<file path="src/rtl/fft_frame_ctrl.sv">
// Collects N FIR samples into ping-pong banks and streams each full bank to
// the FFT with a start/stream/done handshake, in natural or bit-reversed order.
module fft_frame_ctrl #(
    parameter int N      = 16,
    parameter int DW     = 16,
    parameter int BITREV = 1
) (
    input  logic                 clk,
    input  logic                 rst,
    input  logic                 fir_valid,
    input  logic [DW-1:0]        fir_d,
    input  logic                 fft_ready,
    input  logic                 fft_done,
    input  logic                 ovr_clr,
    output logic                 fft_start,
    output logic                 fft_in_valid,
    output logic [$clog2(N)-1:0] fft_in_idx,
    output logic [DW-1:0]        fft_d_in,
    output logic                 busy,
    output logic                 frame_overrun,
    output logic [7:0]           frame_cnt
);
    localparam int LW = $clog2(N);

    typedef enum logic [2:0] {IDLE, WAIT_RDY, START, STREAM, WAIT_DONE} state_t;

    state_t        state_reg;
    logic [DW-1:0] mem [0:2*N-1];
    logic [DW-1:0] rd_data_reg;
    logic [1:0]    full_reg;
    logic [1:0]    full_next;
    logic          wr_bank_reg;
    logic          rd_bank_reg;
    logic [LW-1:0] wr_idx_reg;
    logic [LW-1:0] k_reg;
    logic [LW-1:0] k_next;
    logic [LW-1:0] k_rev;
    logic [LW-1:0] rd_pos;
    logic          fft_start_reg;
    logic          fft_in_valid_reg;
    logic          overrun_reg;
    logic [7:0]    frame_cnt_reg;
    logic          wr_full;
    logic          wr_en;
    logic          wr_last;
    logic          release_now;
    logic          rd_en;

    // full is judged on the registered flag, so a write into a bank being
    // released in the same cycle is still dropped
    assign wr_full     = full_reg[wr_bank_reg];
    assign wr_en       = fir_valid && !wr_full;
    assign wr_last     = wr_en && (wr_idx_reg == LW'(N - 1));
    assign release_now = (state_reg == WAIT_DONE) && fft_done;

    // Read address runs one cycle ahead of the registered stream outputs
    assign k_next = (state_reg == START) ? '0 : k_reg + LW'(1);
    assign rd_en  = (state_reg == START) || ((state_reg == STREAM) && (k_reg != LW'(N - 1)));
    assign rd_pos = (BITREV != 0) ? k_rev : k_next;

    for (genvar gi = 0; gi < LW; gi++) begin : g_rev
        assign k_rev[gi] = k_next[LW-1-gi];
    end

    // Completing one bank and releasing the other can coincide; they never hit the same bank
    for (genvar gi = 0; gi < 2; gi++) begin : g_full
        assign full_next[gi] = (full_reg[gi] && !(release_now && (rd_bank_reg == 1'(gi))))
                             || (wr_last && (wr_bank_reg == 1'(gi)));
    end

    always_ff @(posedge clk) begin
        if (wr_en) begin
            mem[{wr_bank_reg, wr_idx_reg}] <= fir_d;
        end
    end

    always_ff @(posedge clk) begin
        if (rst) begin
            rd_data_reg <= '0;
        end else if (rd_en) begin
            rd_data_reg <= mem[{rd_bank_reg, rd_pos}];
        end
    end

    always_ff @(posedge clk) begin
        if (rst) begin
            state_reg        <= IDLE;
            full_reg         <= '0;
            wr_bank_reg      <= 1'b0;
            rd_bank_reg      <= 1'b0;
            wr_idx_reg       <= '0;
            k_reg            <= '0;
            fft_start_reg    <= 1'b0;
            fft_in_valid_reg <= 1'b0;
            overrun_reg      <= 1'b0;
            frame_cnt_reg    <= '0;
        end else begin
            full_reg <= full_next;

            if (wr_en) begin
                if (wr_last) begin
                    wr_idx_reg  <= '0;
                    wr_bank_reg <= ~wr_bank_reg;
                end else begin
                    wr_idx_reg <= wr_idx_reg + LW'(1);
                end
            end

            if (fir_valid && wr_full) begin
                overrun_reg <= 1'b1;
            end else if (ovr_clr) begin
                overrun_reg <= 1'b0;
            end

            fft_start_reg    <= 1'b0;
            fft_in_valid_reg <= 1'b0;

            case (state_reg)
                IDLE: begin
                    if (full_reg[rd_bank_reg]) begin
                        state_reg <= WAIT_RDY;
                    end
                end
                WAIT_RDY: begin
                    if (fft_ready) begin
                        state_reg     <= START;
                        fft_start_reg <= 1'b1;
                    end
                end
                START: begin
                    state_reg        <= STREAM;
                    fft_in_valid_reg <= 1'b1;
                    k_reg            <= k_next;
                end
                STREAM: begin
                    if (k_reg == LW'(N - 1)) begin
                        state_reg <= WAIT_DONE;
                    end else begin
                        fft_in_valid_reg <= 1'b1;
                        k_reg            <= k_next;
                    end
                end
                WAIT_DONE: begin
                    if (fft_done) begin
                        rd_bank_reg   <= ~rd_bank_reg;
                        frame_cnt_reg <= frame_cnt_reg + 8'd1;
                        state_reg     <= IDLE;
                    end
                end
                default: state_reg <= IDLE;
            endcase
        end
    end

    assign fft_start     = fft_start_reg;
    assign fft_in_valid  = fft_in_valid_reg;
    assign fft_in_idx    = k_reg;
    assign fft_d_in      = rd_data_reg;
    assign busy          = (state_reg != IDLE);
    assign frame_overrun = overrun_reg;
    assign frame_cnt     = frame_cnt_reg;

endmodule

</file>
<file path="config.mk">
export PLATFORM = sky130hd
export DESIGN_NAME = fft_frame_ctrl
export DESIGN_NICKNAME = d
export VERILOG_FILES = /design/src/rtl/fft_frame_ctrl.sv
export SDC_FILE = /design/constraint.sdc
export NUM_CORES = 1
export LEC_CHECK = 0
export CORE_MARGIN = 3
export CORE_UTILIZATION = 60
export DETAILED_ROUTE_END_ITERATION = 8
export HOLD_SLACK_MARGIN = 0.02
export PLACE_DENSITY = 0.78
export SLEW_MARGIN = 20
export SYNTH_ARGS = -nofsm -noshare
export SYNTH_HDL_FRONTEND = slang
export SYNTH_SLANG_ARGS = --single-unit
</file>
<file path="constraint.sdc">
create_clock -name clk -period 4 [get_ports clk]
set_input_delay 0.8 -clock clk [delete_from_list [all_inputs] [get_ports clk]]
set_output_delay 0.8 -clock clk [all_outputs]
set_load 0.02 [all_outputs]
</file>
* Word level (Yosys, flattened, before mapping)
Memories as Yosys holds them, arrays and structs flattened. A register that Yosys moved wholly into a read port is not among the register bits.
Cells that the tools add are included.
** Storage, ports and cells
- Flip-flop bits (word level) :: 26
- RAM bits :: 512
- Input bits :: 22
- Output and inout bits :: 32
- Word-level logic and storage cells :: 77
- Memories :: 1
** Memories
- mem :: words 32, width 16, read ports 1, clocked after memory_dff 1, write ports 1, line 28 : logic [DW-1:0] mem [0:2*N-1];
** Operators by class
- Add/sub/neg operators :: 3
- Magnitude comparators :: 2
- Equal/unequal tests :: 12
- Mux-type cells :: 20
- Bitwise gates (word level) :: 3
- Reduce and logical (&&, ||, !) cells :: 26
** Operators by type and width (number)
- $pmux 3 s5 :: 1
- $mux 3 :: 4
- $mux 4 :: 3
- $logic_and 1x1->1 :: 11
- $mux 1 :: 10
- $add 4x1->4 const B :: 2
- $add 8x1->8 const B :: 1
- $eq 4x4->1 const B :: 2
- $ne 2x2->1 const B :: 4
- $pmux 4 s2 :: 1
- $eq 3x2->1 const B :: 2
- $reduce_and 2->1 :: 3
- $lt 1x2->1 const B :: 2
- $ne 4x4->1 const B :: 1
- $reduce_and 4->1 :: 1
- $reduce_bool 2->1 :: 2
- $eq 3x1->1 const B :: 1
- $eq 3x3->1 const B :: 1
- $logic_not 1->1 :: 3
- $logic_not 3->1 :: 1
- $logic_or 1x1->1 :: 3
- $not 1->1 :: 3
- $reduce_bool 3->1 :: 1
- $ne 2x1->1 const B :: 1
- 2 further kinds :: 2

* Longest topological paths before layout
Gate-level depths: netlist (run 1).
- Word-level depth :: 7
- Depth in mapped cells :: 11
- Gate-level depth less buffers :: 7

* Worst setup path before layout (run 1)
OpenSTA, ideal clock, no wires.
- Kind :: input-to-reg
- Start :: in fir_valid
- End :: mem mem[31][0], enable pin
- Setup time :: 0.390 ns
- Data arrival time :: 2.148 ns
- Required time :: 3.610 ns
- Slack :: 1.462 ns
- Cell stages on the path :: 4
- Buffers on the path :: 1
- Cells stage by stage :: and2_1 > clkbuf_1 > nand2_1 > nor2_1
** On the way
- Longest elaborated chain between the ends :: 3
** Ends and longest elaborated chain
- start, declared :: line 10 : input logic fir_valid,
- $logic_and 1x1->1 :: line 52 : assign wr_en = fir_valid && !wr_full;
- $mux 1 :: line 72 : if (wr_en) begin
- $mux 1 (not written as such) :: line 73 : mem[{wr_bank_reg, wr_idx_reg}] <= fir_d;
- end, declared :: line 28
Every way passes these cells.

* Worst setup path in the final report (run 1)
- Start :: reg state_reg[0]
- End :: reg rd_data_reg[14], in the netlist fft_d_in[14], read port of mem
** On the way
- Longest elaborated chain between the ends :: 3
- Elaborated cells between the ends (all ways) :: 5
- Classes of those cells :: 2 x eq/ne; 1 x mux; 2 x reduce/logical
** Ends and longest elaborated chain
- start, declared :: line 27 : state_t state_reg;
- start signal, assigned :: line 87 : state_reg <= IDLE;
- start signal, assigned :: line 121 : state_reg <= WAIT_RDY;
- start signal, assigned :: line 126 : state_reg <= START;
- $eq 3x2->1 :: line 58 : assign rd_en = (state_reg == START) || ((state_reg == STREAM) && (k_reg != LW'(N - 1)));
- $logic_and 1x1->1 :: line 58
- $logic_or 1x1->1 :: line 58
- end, declared :: line 29 : logic [DW-1:0] rd_data_reg;
Parallel ways exist; a longest one is shown, timed or not.
A chain may end at the register's enable or synchronous reset.

==> results of run 1 <==
## per-layer routing
metal  vias up  GRT usage, %  wire length, microns
met5         -             0                     0
met1      6792          39.1                 20900
met4         0          11.4                  2190
li1       6114             -                     -
met3       151          4.58                  5460
met2       857          45.0                 26000
## where the power goes
group	switching, mW	internal, mW	leakage, nW
combinational	0.137	0.0409	2.60
clock	2.09	2.94	0.869
sequential	0.00778	6.35	4.95
## cells by family after synthesis
family | after synthesis
adder cells (fa/ha/maj) | 6
AO/OA/AOI/OAI | 326
multiplexers | 69
AND/OR/NAND/NOR | 472
flip-flops | 554
buffers and inverters | 114
XOR/XNOR | 10
## worst reg2reg max path: cells and delay by family, from the launching register on
family	cells	cell delay (ns)
AND/OR/NAND/NOR	2	1.21
AO/OA/AOI/OAI	4	1.06
flip-flops	1	0.59
buffers and inverters	1	0.45
## area by class of cell
class	count	area (sq um)
flip-flops and latches	554	16200
inverters	4	15.0
clock inverters	23	216
fillers	2305	10900
multi-input cells	883	5310
repair buffers	131	1150
well taps	461	577
clock buffers	76	1550
## path summary, 6_finish.rpt
| path | from | endpoint | slack (ns) | cells after the start |
|---|---|---|---|---|
| worst max register to register | state_reg[0] | fft_d_in[14] | 0.57 | 7 |
| worst max-delay path | state_reg[0] | fft_d_in[14] | 0.57 | 7 |
| worst min-delay path | frame_overrun | frame_overrun | 0.48 | 2 |
| worst min register to register | frame_overrun | frame_overrun | 0.48 | 2 |
## cell usage in the layout (no fill, tap or decap), types with 5 or more instances in the layout
cell type / n
nor2_1: 88
clkbuf_8: 7
clkdlybuf4s50_1: 48
edfxtp_1: 512
o21ai_0: 63
clkinv_1: 8
buf_2: 5
a311oi_1: 7
nand2_1: 203
clkbuf_16: 56
nor4_1: 15
dfxtp_1: 42
and3_1: 98
mux2i_1: 64
a211oi_1: 143
buf_4: 73
buf_12: 5
clkinv_2: 8
a31oi_1: 15
clkbuf_1: 13
xor2_1: 6
ha_1: 6
o211ai_1: 14
a21oi_1: 57
a32oi_1: 14
nand3_1: 35
## through the flow
stage / hold WS, ns / setup slack [ns]
floorplan: 0.465 / 1.46
global placement: 0.461 / 0.835
detailed placement: 0.473 / 0.747
CTS: 0.483 / 0.637
global route: 0.511 / 0.430
finish: 0.480 / 0.567
==> out/qor.txt, run 1 <==
status: completed
final core utilization: 69.7%
die area: 39,100 sq um
final net count: 1,656
WP data required: 4.45 ns
critical path arrival: 3.88 ns
CTS tree: done
Synth area leader: edfxtp_1
Routed WL per cell: 25.6 microns
register area share after synthesis: 73.5%
fin crit period: 3.43 ns
RSZ-0062 raised after global routing: no
total CTS buffers: 54
clk slew on worst S/H paths: 0.06 ns
synth top area cells: edfxtp_1 70%, a211oi_1 4.9%, dfxtp_1 3.8%
setup bufs post-CTS: 0
number of global-route vias before repair: 13,300
Synth top cells by count: 512 x edfxtp_1, 203 x nand2_1, 143 x a211oi_1, 98 x and3_1, 89 x nor2_1
PortBufs: 53
max_slew headroom: 37.1%
n_diodes: 0
DIE WIDTH: 198 microns
power per cell area: 462 nW/um^2
Setup crit start kind: flop
CTS Root Cell: clkbuf_16
CP endpoint kind: flop
slowest cell delay on critical path: 0.72 ns
GRT Util Overall: 28.1%
Layout Skew: 0.0114 ns
Clock Sinks: 554
final WL: 54,600 microns
Post-Layout Cell Count: 2,132
CP delay by family, top: simple AND/OR/NAND/NOR gates
library cells used by synthesis: 52
placed inst area: 23,300 sq um
Buf/Inv on CP: 1
Final Max Tran Viols: 0
post-synthesis simple-gate area fraction: 9.98%
DR iter-0 viols: 1,615
EDFF count, synth: 512
final setup fails: 0
syn avg cell area: 14.2 sq um
HPWL after detailed placement: 32,100 microns
global route overflow: 0
largest net degree at the start of global routing: 102
DRC violations left: 0
antenna violations before repair: 0
asr flop ratio synth: 0%
Clk Latency, worst-skew pair: 0.59 ns
mux share of post-synthesis cell area: 3.36%
Max Cap Violations: 0
worst hold path type: reg -> reg
Finished Cell Area: 25,000 sq um
hold buffers post-CTS: 0
vias post-DR: 13,900
Synth Area in Compound Gates: 9.80%
Synth Instances: 1,551
FP Rows: 69
critical path class: reg -> reg
Synth Register Bits: 554
Hold Vio Cnt, Final: 0
first-pass GRT wire length: 82,000 microns
fin crit share: 85.8%
1st-pass router iterations: 6
Die H: 198 microns
share of cells above drive strength 1: 10.7%
worst path cell trace: or3b_4 -> and4_4 -> buf_12 -> a211oi_1 -> a211o_1 -> a211o_1 -> a211oi_1
Routed Antenna Nets: 0
Post-Synth XOR/XNOR Area: 0.397%
H-tree depth: 2
Synth Flop Type: edfxtp_1
fmax: 291 MHz
core area: 35,900 sq um
maximum vdd drop: 0.338 mV
Pwr Total: 11.6 mW
initial core utilization: 61.5%
Fin Setup TNS: 0 ns
max FFs per register: 512
largest family of logic cells by synthesized area: simple AND/OR/NAND/NOR gates
top-count cell post-synth: edfxtp_1
Synth Cell Area: 22,100 sq um
slowest CP cell: and4_4
RePlAce Congestion: 0.872
IO Pins: 54
Synth warnings: 0
vias per inst: 6.53
Worst-Margin Slew: 0.943 ns
CP Max Fanout: 78
Synth top area share: 69.7%
placed insts: 2,033
PostCTS Resize Cnt: 0
Leakage: 8.42 nW
Area Growth Syn to Fin: 13.4%
CTS max path bufs: 3
Mapped Nets: 1,579
post-synthesis adder-cell area fraction: 0.340%
(Power assumes the default switching activity.)
==> inputs of run 2 (changes only) <==
--- a/config.mk
+++ b/config.mk
@@ -5,6 +5,7 @@
 export SDC_FILE = /design/constraint.sdc
 export NUM_CORES = 1
 export LEC_CHECK = 0
+export CORE_ASPECT_RATIO = 1.5
 export CORE_MARGIN = 3
 export CORE_UTILIZATION = 60
 export DETAILED_ROUTE_END_ITERATION = 8
==> run 2 against run 1 <==
Effect of this change:
- design area fell by 0.95%
- via count fell by 0.69%
- fmax fell by 0.64%
- flip-flop and latch count did not move
- non-clock buffer count fell by 4
- die area rose by 0.12%
- combinational power rose by 8%
- utilization fell by 0.93 points
- critical endpoint is now fft_d_in[8]
- largest power group unchanged
==> out/qor.txt, run 2 (synthesized netlist as in run 1, its figures left out) <==
critical path class: reg -> reg (unchanged)
CP endpoint kind: flop (unchanged)
die area: 39,200 sq um (was 39,100 sq um)
slowest CP cell: and2_4 (was and4_4)
number of global-route vias before repair: 13,700 (was 13,300)
DIE WIDTH: 163 microns (was 198 microns)
worst path cell trace: or3b_4 -> and2_4 -> buf_4 -> mux2i_1 -> o21ai_0 -> nor4_1 -> a211oi_1 (was or3b_4 -> and4_4 -> buf_12 -> a211oi_1 -> a211o_1 -> a211o_1 -> a211oi_1)
critical path arrival: 3.87 ns (was 3.88 ns)
Area Growth Syn to Fin: 12.3% (was 13.4%)
GRT Util Overall: 28.4% (was 28.1%)
first-pass GRT wire length: 82,500 microns (was 82,000 microns)
Worst-Margin Slew: 0.958 ns (was 0.943 ns)
Seq pwr share: 57.0% (was 55.0%)
most common cell after layout, fill and taps aside: edfxtp_1 (unchanged)
Clk pwr share: 41.3% (was 43.5%)
vias post-DR: 13,800 (was 13,900)
CP Max Fanout: 42 (was 78)
Die H: 241 microns (was 198 microns)
CP delay by family, top: simple AND/OR/NAND/NOR gates (unchanged)
final core utilization: 68.8% (was 69.7%)
1st-pass router iterations: 5 (was 6)
setup bufs post-CTS: 0 (unchanged)
slowest cell delay on critical path: 0.68 ns (was 0.72 ns)
initial core utilization: 61.2% (was 61.5%)
fmax: 289 MHz (was 291 MHz)
Clock Sinks: 554 (unchanged)
clk slew on worst S/H paths: 0.06 ns (about the same)
CTS Root Cell: clkbuf_16 (unchanged)
vias per inst: 6.48 (was 6.53)
largest net degree at the start of global routing: 102 (unchanged)
hold buffers post-CTS: 0 (unchanged)
H-tree depth: 2 (unchanged)
CTS tree: done (unchanged)
core area: 36,100 sq um (was 35,900 sq um)
FP Rows: 85 (was 69)
Buf/Inv on CP: 1 (unchanged)
max_slew headroom: 35.5% (was 37.1%)
Sw Share: 19.3% (about the same)
Routed WL per cell: 26.1 microns (was 25.6 microns)
antenna violations before repair: 2 (was 0)
final setup fails: 0 (unchanged)
IO Pins: 54 (unchanged)
PortBufs: 53 (unchanged)
leading cell types in the layout, fill and taps excluded: 512 x edfxtp_1, 203 x nand2_1, 143 x a211oi_1 (unchanged)
Fin Setup TNS: 0 ns (unchanged)
combinational share of power: 1.7% (was 1.5%)
power per cell area: 449 nW/um^2 (was 462 nW/um^2)
Int Pwr: 9.00 mW (was 9.33 mW)
CTS max path bufs: 3 (unchanged)
Routed Antenna Nets: 0 (unchanged)
Max Cap Violations: 0 (unchanged)
Clk Latency, worst-skew pair: 0.59 ns (about the same)
max FFs per register: 512 (unchanged)
Final Max Tran Viols: 0 (unchanged)
WP data required: 4.42 ns (was 4.45 ns)
share of cells above drive strength 1: 9.75% (was 10.7%)
fin crit period: 3.45 ns (was 3.43 ns)
Leakage: 8.29 nW (was 8.42 nW)
global route overflow: 0 (unchanged)
DRC violations left: 0 (unchanged)
RSZ-0062 raised after global routing: no (unchanged)
maximum vdd drop: 0.245 mV (was 0.338 mV)
switching pwr: 2.15 mW (was 2.23 mW)
total CTS buffers: 47 (was 54)
final net count: 1,645 (was 1,656)
status: completed (unchanged)
PostCTS Resize Cnt: 0 (unchanged)
RePlAce Congestion: 0.908 (was 0.872)
Layout Skew: 0.0250 ns (was 0.0114 ns)
Worst Hold Slack: 0.491 ns (was 0.480 ns)
DR iter-0 viols: 1,722 (was 1,615)
worst hold path type: reg -> reg (unchanged)
fin crit share: 86.4% (was 85.8%)
Setup crit start kind: flop (unchanged)
Hold Vio Cnt, Final: 0 (unchanged)
HPWL after detailed placement: 33,000 microns (was 32,100 microns)
final WL: 55,700 microns (was 54,600 microns)
==> run 2: path summary, 6_finish.rpt <==
path / from / slack (ns) / cells after the start / endpoint
max: state_reg[0] / 0.55 / 7 / fft_d_in[8]
max reg2reg: state_reg[0] / 0.55 / 7 / fft_d_in[8]
min reg2reg: frame_overrun / 0.49 / 2 / frame_overrun
min: frame_overrun / 0.49 / 2 / frame_overrun
==> run 2: tightest hold or removal path, delay by kind of cell, from the launching register on <==
kind            cells  cell delay, ns
flops               1            0.31
simple gates        1            0.07
compound gates      1            0.07
==> run 2: layer usage <==
metal,wire length [microns],global-route usage [%]
met4,3870,17.4
met1,18900,34.3
met5,0,0
met2,27900,47.8
met3,4980,5.27
==> run 2: layout make-up <==
cell class | instances | area [sq um]
clock buffer | 64 | 1300
timing repair buffer | 127 | 1120
sequential | 554 | 16200
clock inverter | 20 | 238
tap | 478 | 598
fill | 2301 | 11300
multi-input combinational | 883 | 5310
inverter | 4 | 15.0
antenna | 1 | 2.50
==> run 2: per-stage QoR <==
step / setup WS (ns) / std cells / cell area (sq um) / power [mW]
floorplan: 1.46 / 1551 / 22100 / 6.52
CTS: 0.522 / 2130 / 24800 / 11.2
detailed placement: 0.502 / 2046 / 23300 / 6.67
global route: 0.340 / 2130 / 24800 / 11.4
global placement: 0.582 / 2046 / 23300 / 6.66
finish: 0.545 / 2131 / 24800 / 11.1
==> run 2: power groups by stage <==
stage / sequential (mW) / combinational (mW) / clock, mW
finish: 6.35 / 0.193 / 4.60
global route: 6.35 / 0.202 / 4.86
CTS: 6.35 / 0.192 / 4.63
detailed placement: 6.48 / 0.191 / 0
global placement: 6.48 / 0.184 / 0
floorplan: 6.48 / 0.0411 / 0
==> RTL change: new RTL, config.mk and constraints of run 1 <==
Reset style: asynchronous (`rst`), changed in 2 clocked blocks.
--- a/src/rtl/fft_frame_ctrl.sv
+++ b/src/rtl/fft_frame_ctrl.sv
@@ -74,7 +74,7 @@
         end
     end
 
-    always_ff @(posedge clk) begin
+    always_ff @(posedge clk or posedge rst) begin
         if (rst) begin
             rd_data_reg <= '0;
         end else if (rd_en) begin
@@ -82,7 +82,7 @@
         end
     end
 
-    always_ff @(posedge clk) begin
+    always_ff @(posedge clk or posedge rst) begin
         if (rst) begin
             state_reg        <= IDLE;
             full_reg         <= '0;
Function: no difference found for any inputs over 10 cycles, from zero or initial values and one cycle with rst high; that may be too few to reach the edited logic, so the function may still have changed.
==> RTL change against run 1 <==
  * Worst setup slack worse by 0.19 ns
  * Synthesized cell count down 0.45%
  * Fmax fell by 5.1%
  * Wire length rose by 1.7%
  * Final area rose by 0.82%
  * Synthesized area grew 1.2%
  * Cell count barely moved
  * Sequential cell count is the same
  * Critical path type unchanged
Power is not compared: it rests on default switching activity, and its combinational part moved more than twofold at a synthesized area within 25%.
==> RTL change: results (changes against run 1) <==
- Result of the run: completed (unchanged).
- The critical path's largest stage delay is 0.84 ns (was 0.72 ns).
- The sequential-to-total area share from yosys stat is 73.5% (about the same).
- The detailed-route wire length per cell is 26.0 µm (was 25.6 µm).
- The ratio of cells with drive above 1 in the final layout came to 10.8% (was 10.7%).
- The headroom to the max-slew limit is 31.5% (was 37.1%).
- The share of flip-flops with an asynchronous set or reset after synthesis came to 7.58% (was 0%).
- The flip-flop count of the largest register after layout is 512 (unchanged).
- The cell class contributing the biggest share of worst-path delay is simple AND/OR/NAND/NOR gates (unchanged).
- The number of antenna violations at the first check in global routing came to 2 (was 0).
- The total via count in the routed design is 13900 (about the same).
- The count of unique library cells instantiated by Yosys came to 54 (was 52).
- The largest fanout of any net on the critical path came to 21 (was 78).
- The number of gates resized after CTS came to 0 (unchanged).
- The number of buffers created by CTS is 54 (unchanged).
- The via count of the first global-routing pass is 13400 (was 13300).
- The total iterations of the first detailed-routing run was 5 (was 6).
- The worst-path cell with the longest stage delay is a311oi_1 (was and4_4).
- The cell at the root of the clock tree was clkbuf_16 (unchanged).
- The setup fix buffers added after clock tree synthesis is 0 (unchanged).
- The number of buffers added on ports came to 53 (unchanged).
- The final net count came to 1645 (was 1656).
- The compound-gate portion of the synthesized area was 8.51% (was 9.80%).
- The routability-driven placement congestion ratio was 0.922 (was 0.872).
- The arrival time of the worst setup path is 4.07 ns (was 3.88 ns).
- The static leakage is between 9 and 10 nW.
- The total routing resource utilization after global routing is 28.4% (was 28.1%).
- The violation count after the first detailed-route iteration is 1669 (was 1615).
- The post-synthesis adder-cell area fraction is 0.336% (was 0.340%).
- The placed wire-length estimate after detailed placement is 33300 µm (was 32100 µm).
- The maximum vdd ir drop is 499 µV.
- The post-place setup slack is 0.473 ns (was 0.747 ns).
- The combinational family with the most area after synthesis is simple AND/OR/NAND/NOR gates (unchanged).
- Cell types with the largest area share after synthesis: edfxtp_1, dfrtp_1, nand2_1 (was edfxtp_1, a211oi_1, dfxtp_1).
- Synth top cells by count: edfxtp_1, nand2_1, a211oi_1 (unchanged).
- The first-pass GRT wire length is 83200 µm (was 82000 µm).
- The final clock skew is 0.0294 ns (was 0.0114 ns).
- The buffer depth of the longest clock path is 3 (unchanged).
- The multiplexer area fraction after synthesis was 3.82% (was 3.36%).
- The largest net degree at the start of global routing is 87 (was 102).
- The post-synthesis share of cell area spent on xor and xnor gates was 0.627% (was 0.397%).
- The clock latency on the worst-skew pair is 0.62 ns (was 0.59 ns).
-- RTL change: changes by cell type after synthesis, moves of 19 or more --
cell      before  now
o21ai_0       63   26
dfxtp_1       42    0
nand2_1      203  261
dfrtp_1        0   42
nand3_1       35   79
a21oi_1       57   29
a211oi_1     143  105
nor2_1        89   40
mux2i_1       64   83
a311oi_1       7   44
-- RTL change: metal layers --
layer	track usage [%]	share of wire [%]	vias to the layer above
met5	0	0.034	-
met4	12.6	4.4	2
met3	6.06	11	154
met2	43.5	47	876
met1	40.0	38	6835
li1	-	-	6060
-- RTL change: logic make-up (layout without fill, tap and decap cells) --
kind of cell	Yosys count	count (layout)
buffers and inverters	118	236
muxes	85	85
xor gates and xnor gates	13	13
and+or+nand+nor	500	500
other	0	1
adders and majority gates	6	6
DFF	554	554
AOI/OAI and AO/OA	268	268
-- RTL change: final timing paths --
path                                      startpoint                        to  slack [ns]  depth (start not counted)
max in group asynchronous                        rst     full_reg[1]$_DFF_PP0_        2.80                          2
min                         frame_cnt[7]$_DFFE_PP0N_  frame_cnt[7]$_DFFE_PP0N_        0.49                          1
min reg2reg                 frame_cnt[7]$_DFFE_PP0N_  frame_cnt[7]$_DFFE_PP0N_        0.49                          1
min in group asynchronous                        rst       fft_start$_DFF_PP0_        0.67                          2
max reg2reg                fft_in_idx[0]$_DFFE_PP0P_   fft_d_in[1]$_DFFE_PP0N_        0.38                          7
max                        fft_in_idx[0]$_DFFE_PP0P_   fft_d_in[1]$_DFFE_PP0N_        0.38                          7
-- RTL change: worst reg2reg max path, stage by stage, from the launching register on --
cell and delay (ns):
dfrtp_1 0.51, ha_1 0.40, nand4_1 0.14, nand2_1 0.16
inv_1 0.62, nand2_1 0.71, a311oi_1 0.85, a311oi_1 0.08
-- RTL change: final cells by class --
cell class | instances | area, µm²
multi-input cells | 872 | 5290
inverters | 8 | 31.3
fillers | 2409 | 11500
well taps | 468 | 586
clock inverters | 34 | 318
diodes | 1 | 2.50
repair buffers | 127 | 1140
clock buffers | 67 | 1450
flip-flops and latches | 554 | 16400
-- RTL change: power by group --
part	switching [W]	internal [W]	total [W]
registers	0.000312	0.00675	0.00706
clock network	0.00213	0.00290	0.00503
logic	0.00300	0.00137	0.00437
total	0.00544	0.0110	0.0165
-- RTL change: through the flow --
stage	cells	area, µm²
floorplan	1544	22300
global placement	2029	23500
detailed placement	2029	23500
CTS	2130	25200
global route	2130	25200
finish	2131	25200
